===== src/rtl/sgmii_rx_aligner.sv =====
// SGMII receive comma aligner: hunts for a comma, locks the 10-bit symbol phase,
// runs the sync state machine and hands aligned symbols to the 8b10b decoder.
module sgmii_rx_aligner #(
   parameter logic [9:0]  COMMA_P     = 10'b0011111010,
   parameter logic [9:0]  COMMA_N     = 10'b1100000101,
   parameter logic [9:0]  COMMA_MASK  = 10'b1111111000,
   parameter int unsigned SYNC_COMMAS = 3,
   parameter int unsigned ERR_LIMIT   = 4,
   parameter int unsigned GOOD_WORDS  = 4
) (
   input  logic       ser_sgmii_clk,
   input  logic       reset,
   input  logic       sgmii_rx_p,
   input  logic       sgmii_rx_n,
   output logic [9:0] word_out,
   output logic       word_valid,
   output logic       word_is_comma,
   output logic       sym_err,
   output logic       sync
);

   // state          | meaning
   // LOSS_OF_SYNC   | hunting for a comma at any bit offset, phase free-running
   // COMMA_DETECT   | phase locked, counting aligned commas toward sync
   // SYNC_ACQUIRED  | emitting one word per 10 bits, tracking the error budget
   typedef enum logic [1:0] {
      LOSS_OF_SYNC  = 2'd0,
      COMMA_DETECT  = 2'd1,
      SYNC_ACQUIRED = 2'd2
   } state_t;

   localparam logic [3:0] SYNC_COMMAS_C = 4'(SYNC_COMMAS);
   localparam logic [3:0] ERR_LIMIT_C   = 4'(ERR_LIMIT);
   localparam logic [3:0] GOOD_WORDS_C  = 4'(GOOD_WORDS);

   state_t     state_q, state_d;
   logic [9:0] w_q, w_d;
   logic [3:0] ph_q, ph_d;
   logic [3:0] comma_cnt_q, comma_cnt_d;
   logic [3:0] err_cnt_q, err_cnt_d;
   logic [3:0] good_cnt_q, good_cnt_d;
   logic       word_err_q, word_err_d;
   logic       mis_q, mis_d;
   logic [9:0] word_out_q, word_out_d;
   logic       word_valid_q, word_valid_d;
   logic       word_is_comma_q, word_is_comma_d;
   logic       sym_err_q, sym_err_d;
   logic       sync_q, sync_d;

   logic comma_match;
   logic boundary;
   logic bit_err;
   logic bad_word;
   logic los_hit;
   logic word_clr;

   assign comma_match = ((w_q & COMMA_MASK) == (COMMA_P & COMMA_MASK)) ||
                        ((w_q & COMMA_MASK) == (COMMA_N & COMMA_MASK));
   assign boundary    = (ph_q == 4'd9);
   assign bit_err     = (sgmii_rx_p == sgmii_rx_n);
   assign bad_word    = word_err_q | mis_q;
   assign los_hit     = (state_q == LOSS_OF_SYNC) && comma_match;
   // A comma caught while hunting starts a fresh word exactly like a boundary does.
   assign word_clr    = boundary | los_hit;

   always_ff @(posedge ser_sgmii_clk or negedge reset) begin
      if (!reset) begin
         state_q         <= LOSS_OF_SYNC;
         w_q             <= '0;
         ph_q            <= '0;
         comma_cnt_q     <= '0;
         err_cnt_q       <= '0;
         good_cnt_q      <= '0;
         word_err_q      <= 1'b0;
         mis_q           <= 1'b0;
         word_out_q      <= '0;
         word_valid_q    <= 1'b0;
         word_is_comma_q <= 1'b0;
         sym_err_q       <= 1'b0;
         sync_q          <= 1'b0;
      end else begin
         state_q         <= state_d;
         w_q             <= w_d;
         ph_q            <= ph_d;
         comma_cnt_q     <= comma_cnt_d;
         err_cnt_q       <= err_cnt_d;
         good_cnt_q      <= good_cnt_d;
         word_err_q      <= word_err_d;
         mis_q           <= mis_d;
         word_out_q      <= word_out_d;
         word_valid_q    <= word_valid_d;
         word_is_comma_q <= word_is_comma_d;
         sym_err_q       <= sym_err_d;
         sync_q          <= sync_d;
      end
   end

   always_comb begin
      w_d = {w_q[8:0], sgmii_rx_p};
      if (los_hit || boundary) begin
         ph_d = 4'd0;
      end else begin
         ph_d = ph_q + 4'd1;
      end
      word_err_d = (word_clr ? 1'b0 : word_err_q) | bit_err;
      // Once the phase is owned, a comma anywhere but the boundary spoils the word.
      mis_d = (word_clr ? 1'b0 : mis_q) |
              (comma_match && !boundary && (state_q != LOSS_OF_SYNC));
   end

   always_comb begin
      state_d     = state_q;
      comma_cnt_d = comma_cnt_q;
      err_cnt_d   = err_cnt_q;
      good_cnt_d  = good_cnt_q;
      case (state_q)
         LOSS_OF_SYNC: begin
            if (comma_match) begin
               comma_cnt_d = 4'd1;
               if (SYNC_COMMAS_C == 4'd1) begin
                  state_d    = SYNC_ACQUIRED;
                  err_cnt_d  = '0;
                  good_cnt_d = '0;
               end else begin
                  state_d = COMMA_DETECT;
               end
            end
         end
         COMMA_DETECT: begin
            if (boundary) begin
               if (bad_word) begin
                  state_d     = LOSS_OF_SYNC;
                  comma_cnt_d = '0;
               end else if (comma_match) begin
                  comma_cnt_d = comma_cnt_q + 4'd1;
                  if ((comma_cnt_q + 4'd1) == SYNC_COMMAS_C) begin
                     state_d    = SYNC_ACQUIRED;
                     err_cnt_d  = '0;
                     good_cnt_d = '0;
                  end
               end
            end
         end
         SYNC_ACQUIRED: begin
            if (boundary) begin
               if (bad_word) begin
                  good_cnt_d = '0;
                  err_cnt_d  = err_cnt_q + 4'd1;
                  if ((err_cnt_q + 4'd1) == ERR_LIMIT_C) begin
                     state_d   = LOSS_OF_SYNC;
                     err_cnt_d = '0;
                  end
               end else begin
                  good_cnt_d = good_cnt_q + 4'd1;
                  if ((good_cnt_q + 4'd1) == GOOD_WORDS_C) begin
                     err_cnt_d  = '0;
                     good_cnt_d = '0;
                  end
               end
            end
         end
         default: begin
            state_d = LOSS_OF_SYNC;
         end
      endcase
   end

   // A word is emitted whenever the boundary leaves us in (or brings us into) sync.
   always_comb begin
      word_out_d      = word_out_q;
      word_is_comma_d = word_is_comma_q;
      sym_err_d       = sym_err_q;
      word_valid_d    = 1'b0;
      sync_d          = (state_d == SYNC_ACQUIRED);
      if ((state_d == SYNC_ACQUIRED) && ((state_q != SYNC_ACQUIRED) || boundary)) begin
         word_valid_d    = 1'b1;
         word_out_d      = w_q;
         word_is_comma_d = comma_match;
         sym_err_d       = (state_q == SYNC_ACQUIRED) && bad_word;
      end
   end

   assign word_out      = word_out_q;
   assign word_valid    = word_valid_q;
   assign word_is_comma = word_is_comma_q;
   assign sym_err       = sym_err_q;
   assign sync          = sync_q;

endmodule

===== config.mk =====
export PLATFORM = sky130hd
export DESIGN_NAME = sgmii_rx_aligner
export DESIGN_NICKNAME = d
export VERILOG_FILES = /design/src/rtl/sgmii_rx_aligner.sv
export SDC_FILE = /design/constraint.sdc
export NUM_CORES = 1
export LEC_CHECK = 0
export CELL_PAD_IN_SITES_DETAIL_PLACEMENT = 1
export CELL_PAD_IN_SITES_GLOBAL_PLACEMENT = 2
export CORE_ASPECT_RATIO = 1.5
export CORE_MARGIN = 2
export CORE_UTILIZATION = 34
export DETAILED_ROUTE_END_ITERATION = 12
export PLACE_DENSITY_LB_ADDON = 0.1
export SETUP_SLACK_MARGIN = 0.5
export SLEW_MARGIN = 15
export SYNTH_ARGS = -nofsm -noshare
export SYNTH_HDL_FRONTEND = slang
export SYNTH_SLANG_ARGS = --single-unit

===== constraint.sdc =====
create_clock -name ser_sgmii_clk -period 6.4 [get_ports ser_sgmii_clk]
set_input_delay 1.28 -clock ser_sgmii_clk [delete_from_list [all_inputs] [get_ports ser_sgmii_clk]]
set_output_delay 1.28 -clock ser_sgmii_clk [all_outputs]
set_load 0.005 [all_outputs]

# ---- Word level (Yosys, flattened, before mapping)
# Cells that the tools add are included.
dict set report word_totals {
  latch_bits 0
  inputBits 4
  regBits 44
  mem_bits_ro 0
  mem_count 0
  mem_bits_rw 0
}
dict set report op_classes {
  order_cmp 0
  div_mod_pow 0
  eq_ne 19
  n_reduce_logical 16
  mul 0
  bitwise 4
  n_mux 31
  shifts 0
  addsub 4
}
# cell n
set op_table {}
lappend op_table {{$mux 4} 16}
lappend op_table {{$pmux 4 s2} 3}
lappend op_table {{$add 4x1->4 const B} 4}
lappend op_table {{$mux 2} 8}
lappend op_table {{$ne 2x2->1 const B} 7}
lappend op_table {{$eq 4x3->1 const B} 2}
lappend op_table {{$eq 7x5->1 const B} 1}
lappend op_table {{$eq 7x7->1 const B} 1}
lappend op_table {{$reduce_and 7->1} 1}
lappend op_table {{$ne 3x3->1 const B} 2}
lappend op_table {{$pmux 2 s3} 1}
lappend op_table {{$reduce_and 6->1} 1}
lappend op_table {{$reduce_bool 2->1} 3}
lappend op_table {{$logic_and 1x1->1} 5}
lappend op_table {{$eq 2x2->1 const B} 2}
lappend op_table {{$eq 4x2->1 const B} 1}
lappend op_table {{$eq 4x4->1 const B} 1}
lappend op_table {{$or 1x1->1} 4}
lappend op_table {{$reduce_and 4->1} 1}
lappend op_table {{$logic_or 1x1->1} 3}
lappend op_table {{$mux 1} 3}
lappend op_table {{$eq 2x1->1 const B} 1}
lappend op_table {{$logic_not 2->1} 1}
lappend op_table {{$eq 1x1->1} 1}
lappend op_table {{$logic_not 1->1} 1}

# ---- Depth between registers and ports, before layout
# Gate-level depths: netlist of the first run.
dict set report logic_depth {
  ltp_word 10
  depth_mapped 8
}

# ---- Least setup slack after synthesis of the first run
# No wires, ideal clock.
dict set report synth_timing {
  path_type {reg2reg}
  start {reg err_cnt_q[0]}
  end {reg word_out_q[1] (netlist: word_out[1])}
  stages_incl_launch_ff 8
  setup_time_ns 0.125
  path_slack_ns 4.354
  synth_period_minus_slack_ns 2.046
  n_path_buf 1
  arrival_ns 1.921
  cell_sequence {dfrtp_1 > ha_1 > or3b_2 > o31ai_2 > a31oi_1 > a21oi_4 > buf_12 > mux2_4}
}
dict set report synth_between {
  elab_chain_len 8
}
# item line_no
set synth_rtl {}
lappend synth_rtl {{from (decl)} 40} ;# logic [3:0] err_cnt_q, err_cnt_d;
lappend synth_rtl {{from (signal assigned)} 86} ;# err_cnt_q <= err_cnt_d;
lappend synth_rtl {{$add 4x1->4} 149} ;# if ((err_cnt_q + 4'd1) == ERR_LIMIT_C) begin
lappend synth_rtl {{$eq 4x3->1} 149}
lappend synth_rtl {{$mux 2} 149}
lappend synth_rtl {{$mux 2} 146} ;# if (bad_word) begin
lappend synth_rtl {{$mux 2} 145} ;# if (boundary) begin
lappend synth_rtl {{$pmux 2 s3} 116} ;# case (state_q)
lappend synth_rtl {{$eq 2x2->1} 175} ;# if ((state_d == SYNC_ACQUIRED) && ((state_q != SYNC_ACQUIRED) || boundary)) begin
lappend synth_rtl {{$logic_and 1x1->1} 175}
lappend synth_rtl {{to (signal assigned)} 90} ;# word_out_q <= word_out_d;
lappend synth_rtl {{to (decl)} 44} ;# logic [9:0] word_out_q, word_out_d;
# No other way between the ends.
# A chain may end at the register's enable or synchronous reset.

# ---- Worst setup path after layout of the first run
dict set report layout_timing {
  start {reg word_out_q[1] (netlist: word_out[1])}
  end {out word_out[1]}
}
# item line_no
set layout_lines {}
lappend layout_lines {{to (decl)} 15} ;# output logic [9:0] word_out,
# No word-level cell between the ends.

==> results of run 1 <==
-- worst max-delay path by stage --
stage                             start                         to  slack [ps]  cells after the start
2_1_floorplan  err_cnt_q[0]$_DFFE_PN0P_    word_out[1]$_DFFE_PN0P_        4350                      7
3_3_place_gp   err_cnt_q[0]$_DFFE_PN0P_    word_out[0]$_DFFE_PN0P_        4090                      6
3_5_place_dp   err_cnt_q[0]$_DFFE_PN0P_  word_is_comma$_DFFE_PN0P_        4000                      6
4_1_cts         word_out[0]$_DFFE_PN0P_                word_out[0]        3930                      1
5_1_grt        err_cnt_q[0]$_DFFE_PN0P_  word_is_comma$_DFFE_PN0P_        3860                      6
6_report        word_out[1]$_DFFE_PN0P_                word_out[1]        3950                      1
-- cell type report --
type / instances / area [sq um] / area share (%)
Sequential cell: 44 / 1100 / 44.8
Clock buffer: 5 / 68.8 / 2.80
Multi-Input combinational cell: 124 / 955 / 38.8
Inverter: 8 / 30.0 / 1.22
Tap cell: 74 / 92.6 / 3.77
Clock inverter: 3 / 46.3 / 1.88
Timing Repair Buffer: 17 / 165 / 6.72
-- kinds of logic after synthesis --
logic type / count (synthesis) / synth area share, %
fa+ha+maj: 8 / 4.75
simple gates: 59 / 16.6
compound gates: 40 / 14.1
xor+xnor: 5 / 2.08
mux: 12 / 7.78
flops: 44 / 52.3
buf+inv: 9 / 2.38
-- cell usage after synthesis (2+ instances only) --
library cell / instances
and3b_1: 2
mux2_2: 3
a31oi_1: 2
inv_1: 8
o31ai_1: 3
nand3_1: 7
xor2_1: 4
nor2_1: 13
nor3_1: 6
ha_1: 8
mux2_4: 8
nand2_1: 12
dfrtp_1: 44
nand2b_1: 2
a21oi_1: 4
o21ai_0: 12
and2b_1: 2
-- state kept, by name, indices dropped and copies added, names as in the netlist --
signal         flops
sync               1
sym_err            1
word_out          10
mis_q              1
word_is_comma      1
good_cnt_q         4
w_q               10
state_q            2
ph_q               4
comma_cnt_q        4
err_cnt_q          4
word_valid         1
word_err_q         1
-- per-layer routing --
layer,global-route usage (%),wire length [um],vias up
met4,4.62,65,0
li1,-,-,679
met5,0,0,-
met3,3.36,107,5
met1,16.3,1810,730
met2,26.8,2430,18
-- power groups by stage --
stage / registers, mW / logic [mW] / clock network, mW
2_1_floorplan: 0.327 / 0.0711 / 0
3_3_place_gp: 0.332 / 0.0924 / 0
3_5_place_dp: 0.334 / 0.0975 / 0
4_1_cts: 0.328 / 0.0983 / 0.227
5_1_grt: 0.334 / 0.109 / 0.241
6_report: 0.328 / 0.0955 / 0.219
-- per-stage QoR --
step           power [mW]  std cells  worst slack [ps]  hold slack [ps]
5_1_grt             0.684        275              3860              406
3_5_place_dp        0.431        267              4000              364
3_3_place_gp        0.424        267              4090              356
6_report            0.642        275              3950              383
4_1_cts             0.654        275              3930              386
2_1_floorplan       0.398        177              4350              350
==> results.yml, run 1 <==
layout:
  num-fill-cells: 658
  final_cell_mix: "dfrtp_1, clkdlybuf4s50_1, nor2_1, nand2_1, o21ai_0"
  final_nets: 212
  fin_util_pct: 40.4
  syn2layout_area_growth_pct: 16.8
  n_antenna_cell: 0
  final_common_cell: "dfrtp_1"
  final_area_sq_mm: 0.00246
  drive_above_1_share_pct: 16.9
yosys:
  synth_edf_count: 0
  synth_cell_types: 54
  ys_ff_latch: 44
  yosys_warnings: 0
  yosys.area.top_type: "dfrtp_1"
  dominantRegCellSynth: "dfrtp_1"
  avgSynthCellArea_sq_um: 11.9
  synth-async-reset-ratio_pct: 100
  syn-instance-count: 177
  synth_top_area_share_pct: 52.3
  syn_area_sq_mm: 0.00211
  synth_nets: 189
  ys_seq_area_share_pct: 52.3
  synth_area_leaders: "dfrtp_1, mux2_4, ha_1"
cts:
  ctsResizeCount: 0
  h-tree-depth: 2
  cts_made_buffers: 5
  path_clk_slew_ps: 90
  clockRootBuffer: "clkbuf_8"
  clk_path_buf_depth: 2
  cts_tree: "yes"
  cts.sinks: 44
  post_cts_buffers: 0
  cts_hold_buffers: 0
  worst_skew_pair.late_latency_ps: 300
timing:
  rsz0062_at_grt: "no"
  hold_viol: 0
  finalCritPeriodShare_pct: 38.3
  finClkSkew_ps: 3.60
  max_freq_mhz: 408
  worst_pin_slew_ps: 998
  setup_viol: 0
  drv_slew: 0
  post-route-min-period_ps: 2450
  setup_tns_ps: 0
  relSlewSlack_pct: 33.5
worst_hold_path:
  whs_path_depth: 0
  hp-class: "register to register"
  min_delay_worst_endpoint: "w_q[2]$_DFF_PN0_"
  hp-start: "w_q[1]$_DFF_PN0_"
global_routing:
  antenna_found_initial: 0
  overflow: 0
  grt_max_degree: 45
  grt_first_pass_wirelength_um: 7570
  grt_usage_pct: 14.7
  grt_pass1_vias: 1521
detailed_routing:
  num_vias: 1432
  drt-initial-drc-count: 43
  drcViolationCount: 0
  viasPerCell: 5.21
  wl_um: 4410
  firstDrtPassIters: 4
  ant_nets: 0
  wl_per_cell_um: 16.0
worst_setup_path:
  crit_fanout: 2
  reg2reg_slack_ps: 4000
  max_stage_delay_ps: 510
  cp.arrival_ps: 1170
  crit_type: "register to primary output"
  start_kind: "register"
  r2r-start: "err_cnt_q[0]$_DFFE_PN0P_"
  cpLargestDelayFamily: "buffers and inverters"
  cp.required_ps: 5120
  slowest_stage: "clkdlybuf4s50_1"
  worst_r2r_endpoint: "word_is_comma$_DFFE_PN0P_"
  crit_buf_inv: 1
  ff2ff_path_depth: 6
  end_kind: "primary output"
  path_cells: "clkdlybuf4s50_1"
floorplanning:
  start_util_pct: 34.6
  dieArea_sq_mm: 0.00685
  coreArea_sq_mm: 0.00609
  die_w_um: 68.3
  die_h_um: 100
  row_count: 35
  io_pins: 18
placement:
  hpwlAfterDp_um: 3300
  place_area_sq_mm: 0.00234
  gp_congestion: 0.734
  io_buffers: 17
pwr:
  combPwrFrac_pct: 14.9
  ir_drop_v: 0.000152
  pwr-share-seq_pct: 51.0
  p_int_mw: 0.460
  p_switching_mw: 0.183
  p_per_area_mw_per_mm2: 261
  clkPwrFrac_pct: 34.1
  power.leakage_nw: 1.14
  swShare_pct: 28.4
status:
  outcome: "completed"
flow_run:
  drv_cap: 0
Note: power is estimated with default switching activity, not from simulation.
==> inputs of run 2 (changes only) <==
==> constraint.sdc (replaced) <==
create_clock -name ser_sgmii_clk -period 2.01 [get_ports ser_sgmii_clk]
set_input_delay 0.402 -clock ser_sgmii_clk [delete_from_list [all_inputs] [get_ports ser_sgmii_clk]]
set_output_delay 0.402 -clock ser_sgmii_clk [all_outputs]
set_load 0.005 [all_outputs]
==> results.yml, run 2 (synthesis gave the netlist of run 1 again) <==
detailed_routing:
  firstDrtPassIters: 4
  wl_per_cell_um: 18.0
  drt-initial-drc-count: 35
  wl_um: 5760
  ant_nets: 0
  num_vias: 1647
  top_layer: "met4"
  drcViolationCount: 0
  wl_met1_um: 2100
  viasPerCell: 5.15
  wl_met2_um: 3430
  dr_wl_met3_um: 114
worst_setup_path:
  cpLargestDelayFamily: "simple AND/OR/NAND/NOR gates"
  path_cells: "ha_2 > or3b_4 > o31ai_4 > a31oi_4 > a21oi_4 > buf_12 > mux2_2"
  cp.required_ps: 2200
  max_stage_delay_ps: 390
  start_kind: "register"
  end_kind: "register"
  cp.arrival_ps: 2160
  crit_fanout: 12
  crit_type: "register to register"
  critPathLaunch: "err_cnt_q[0]$_DFFE_PN0P_"
  slowest_stage: "or3b_4"
  crit_buf_inv: 1
  r2r-start: "err_cnt_q[0]$_DFFE_PN0P_"
layout:
  final_cell_mix: "dfrtp_1, buf_4, dlygate4sd2_1, nand2_1, buf_6"
  n_antenna_cell: 0
  final_area_sq_mm: 0.00309
  syn2layout_area_growth_pct: 46.9
  fin_util_pct: 50.8
  drive_above_1_share_pct: 44.7
  final_common_cell: "dfrtp_1"
  finalNonFillerCells: 320
  final_nets: 257
global_routing:
  grt_max_degree: 32
  antenna_found_initial: 0
  grt_usage_pct: 18.7
  grt_first_pass_wirelength_um: 9380
  grt_pass1_vias: 1830
  overflow: 0
timing:
  rsz0062_at_grt: "yes"
  relSlewSlack_pct: 52.1
  setup_viol: 0
  post-route-min-period_ps: 1960
  fin_ws_ps: 48.0
  hold_viol: 0
  finClkSkew_ps: 7.01
  setup_tns_ps: 0
  max_freq_mhz: 510
  worst_pin_slew_ps: 719
  drv_slew: 0
  finalCritPeriodShare_pct: 97.6
  holdWs_ps: 140
cts:
  clockRootBuffer: "clkbuf_8"
  worst_skew_pair.late_latency_ps: 300
  cts_hold_buffers: 0
  cts.sinks: 44
  clk_path_buf_depth: 2
  cts_made_buffers: 5
  h-tree-depth: 2
  path_clk_slew_ps: 90
  cts_tree: "yes"
floorplanning:
  dieArea_sq_mm: 0.00685
  die_h_um: 100
  die_w_um: 68.3
  io_pins: 18
  row_count: 35
  start_util_pct: 34.6
  coreArea_sq_mm: 0.00609
pwr:
  p_per_area_mw_per_mm2: 793
  power_mw: 2.45
  power.leakage_nw: 1.52
  ir_drop_v: 0.000409
placement:
  hpwlAfterDp_um: 3760
  place_ws_ps: -35.3
  gp_congestion: 0.805
  io_buffers: 17
  place_inst: 281
  place_area_sq_mm: 0.00250
flow_run:
  drv_cap: 0
worst_hold_path:
  hp-class: "input pin to async pin"
status:
  outcome: "completed"
-- run 2: cell count changes in the layout (fill, tap and decap cells not counted), moves of 6 or more --
cell             previous run  this run
buf_4                       0        33
buf_6                       0        11
clkdlybuf4s50_1            16         2
dlygate4sd2_1               0        14
nor2_1                     13         7
nor2_4                      0         6
o21ai_0                    12         2
o21ai_2                     0         7
-- run 2: worst register-to-register path, delay by kind of cell (launching register included) --
family / cells / cell delay, ps
adder cells (fa/ha/maj): 1 / 210
AND/OR/NAND/NOR: 1 / 390
AO/OA/AOI/OAI: 3 / 360
buffers and inverters: 1 / 160
multiplexers: 1 / 340
flip-flops: 1 / 380
-- run 2: final cells by class --
cell class / instances / area [sq um]
multi-input cells: 124 / 1220
repair buffers: 62 / 539
clock inverters: 3 / 42.5
fillers: 651 / 2990
clock buffers: 5 / 68.8
flip-flops and latches: 44 / 1100
inverters: 8 / 30.0
well taps: 74 / 92.6
-- run 2: layer usage --
layer | track usage, % | vias up
met5 | 0 | -
met3 | 3.03 | 8
met2 | 35.6 | 24
li1 | - | 767
met4 | 6.00 | 0
met1 | 19.9 | 848
-- run 2: worst paths after layout --
path	endpoint	slack (ps)	cells past startpoint
max	word_out[0]$_DFFE_PN0P_	50	7
min	word_out[1]$_DFFE_PN0P_	140	1
max reg2reg	word_out[0]$_DFFE_PN0P_	50	7
min reg2reg	w_q[2]$_DFF_PN0_	390	0
max in group asynchronous	ph_q[2]$_DFF_PN0_	1270	2
min in group ser_sgmii_clk	w_q[2]$_DFF_PN0_	390	0
-- run 2: report_power, final --
part	internal, mW	switching [mW]	total (mW)	leakage (nW)
Clock	0.368	0.325	0.693	0.0541
Sequential	0.961	0.0721	1.03	0.575
Combinational	0.361	0.366	0.727	0.887
Total	1.69	0.763	2.45	1.52
-- run 2: timing repair --
item / CTS / global route
pin swaps: 15 / 14
gates cloned: 0 / 0
setup endpoints to repair: 48 / 34
resized for setup: 62 / 19
buffers inserted: 26 / 5
==> inputs of run 3 (changes only) <==
--- a/config.mk
+++ b/config.mk
@@ -7,12 +7,12 @@
 export LEC_CHECK = 0
 export CELL_PAD_IN_SITES_DETAIL_PLACEMENT = 1
 export CELL_PAD_IN_SITES_GLOBAL_PLACEMENT = 2
-export CORE_ASPECT_RATIO = 1.5
 export CORE_MARGIN = 2
 export CORE_UTILIZATION = 34
 export DETAILED_ROUTE_END_ITERATION = 12
 export PLACE_DENSITY_LB_ADDON = 0.1
 export SETUP_SLACK_MARGIN = 0.5
+export SKIP_CTS_REPAIR_TIMING = 1
 export SLEW_MARGIN = 15
 export SYNTH_ARGS = -nofsm -noshare
 export SYNTH_HDL_FRONTEND = slang
==> results.yml, run 3 (synthesis gave the netlist of run 1 again) <==
status:
  outcome: "completed"
floorplanning:
  start_util_pct: 35.4
  die_w_um: 82.7
  die_h_um: 82.7
  row_count: 28
  coreArea_sq_mm: 0.00596
  io_pins: 18
  dieArea_sq_mm: 0.00684
placement:
  io_buffers: 17
  place_ws_ps: -170
  gp_congestion: 0.756
  hpwlAfterDp_um: 3580
detailed_routing:
  num_vias: 1628
  wl_per_cell_um: 16.4
  drt-initial-drc-count: 12
  drcViolationCount: 0
  firstDrtPassIters: 4
  wl_um: 5200
  ant_nets: 0
  viasPerCell: 5.14
timing:
  max_freq_mhz: 499
  setup_viol: 0
  finClkSkew_ps: 5.27
  finalCritPeriodShare_pct: 99.7
  hold_viol: 0
  fin_ws_ps: 5.66
  post-route-min-period_ps: 2000
  relSlewSlack_pct: 59.2
  drv_slew: 0
  rsz0062_at_grt: "yes"
  worst_pin_slew_ps: 612
global_routing:
  grt_pass1_vias: 1720
  grt_busiest_layer: "met2"
  gr-usage-met1_pct: 21.0
  grt_first_pass_wirelength_um: 8410
  use_met3_pct: 3.91
  grt_max_degree: 26
  overflow: 0
  gr-usage-met2_pct: 27.3
  grt_usage_pct: 16.3
  antenna_found_initial: 0
cts:
  path_clk_slew_ps: 90
  cts_tree: "yes"
  clk_path_buf_depth: 2
  cts.sinks: 44
  cts_made_buffers: 5
  worst_skew_pair.late_latency_ps: 300
  clockRootBuffer: "clkbuf_8"
  h-tree-depth: 2
worst_setup_path:
  cp.arrival_ps: 2190
  worst_r2r_endpoint: "word_out[1]$_DFFE_PN0P_"
  end_kind: "register"
  crit_fanout: 6
  cp.required_ps: 2200
  crit_type: "register to register"
  r2r-start: "err_cnt_q[1]$_DFFE_PN0P_"
  critPathLaunch: "err_cnt_q[1]$_DFFE_PN0P_"
  ff2ff_path_depth: 7
  start_kind: "register"
  reg2reg_slack_ps: 6
worst_hold_path:
  hp-class: "input pin to async pin"
layout:
  final_nets: 253
  num-fill-cells: 624
  final_cell_mix: "dfrtp_1, buf_4, dlymetal6s2s_1, nand2_1, mux2_4"
  n_antenna_cell: 0
  fin_util_pct: 51.4
  final_common_cell: "dfrtp_1"
  syn2layout_area_growth_pct: 45.5
  drive_above_1_share_pct: 43.8
flow_run:
  drv_cap: 0
pwr:
  ir_drop_v: 0.000548
  power.leakage_nw: 1.67
  p_per_area_mw_per_mm2: 704
## run 3: through the flow
step	area (sq um)	TNS (ps)	hold WS (ps)	total power [mW]	std cells
2_1_floorplan	2150	0	106	1.27	177
6_report	3060	0	105	2.16	317
5_1_grt	3060	-643	126	2.30	317
4_1_cts	2670	-1490	117	2.02	301
3_3_place_gp	2580	-734	356	1.43	293
3_5_place_dp	2580	-1360	369	1.45	293
## run 3: metal layers
metal	share of wire (%)	up-vias	wire, um
met4	0.87	0	45
met1	45	834	2330
met2	51	23	2660
li1	-	767	-
met5	0	-	0
met3	3.2	4	165
## run 3: worst max path at each step
stage	depth (start not counted)	to
floorplan	7	word_out[1]$_DFFE_PN0P_
finish	7	word_out[1]$_DFFE_PN0P_
global placement	6	word_out[0]$_DFFE_PN0P_
CTS	6	word_is_comma$_DFFE_PN0P_
detailed placement	6	word_is_comma$_DFFE_PN0P_
global route	7	word_out[4]$_DFFE_PN0P_
## run 3: power by group
| group | leakage, nW | switching (mW) | internal, mW |
|---|---|---|---|
| Clock | 0.0479 | 0.322 | 0.243 |
| Sequential | 0.570 | 0.0698 | 0.962 |
| Combinational | 1.06 | 0.294 | 0.267 |
| Total | 1.67 | 0.686 | 1.47 |
## run 3: area by class of cell
| type | instances | area (sq um) | share of cell area (%) |
|---|---|---|---|
| clock buffers | 5 | 68.8 | 2.25 |
| multi-input cells | 124 | 1180 | 38.6 |
| flip-flops and latches | 44 | 1100 | 36.1 |
| inverters | 8 | 30.0 | 0.980 |
| well taps | 75 | 93.8 | 3.06 |
| clock inverters | 3 | 18.8 | 0.612 |
| repair buffers | 58 | 566 | 18.5 |
## run 3: worst max-delay path, cell delays in order (launching register included)
cell and delay (ps):
dfrtp_1 400, ha_2 210, or3b_4 390, o31ai_4 80, a31oi_4 120, a21oi_4 200, clkbuf_16 190, mux2_4 290
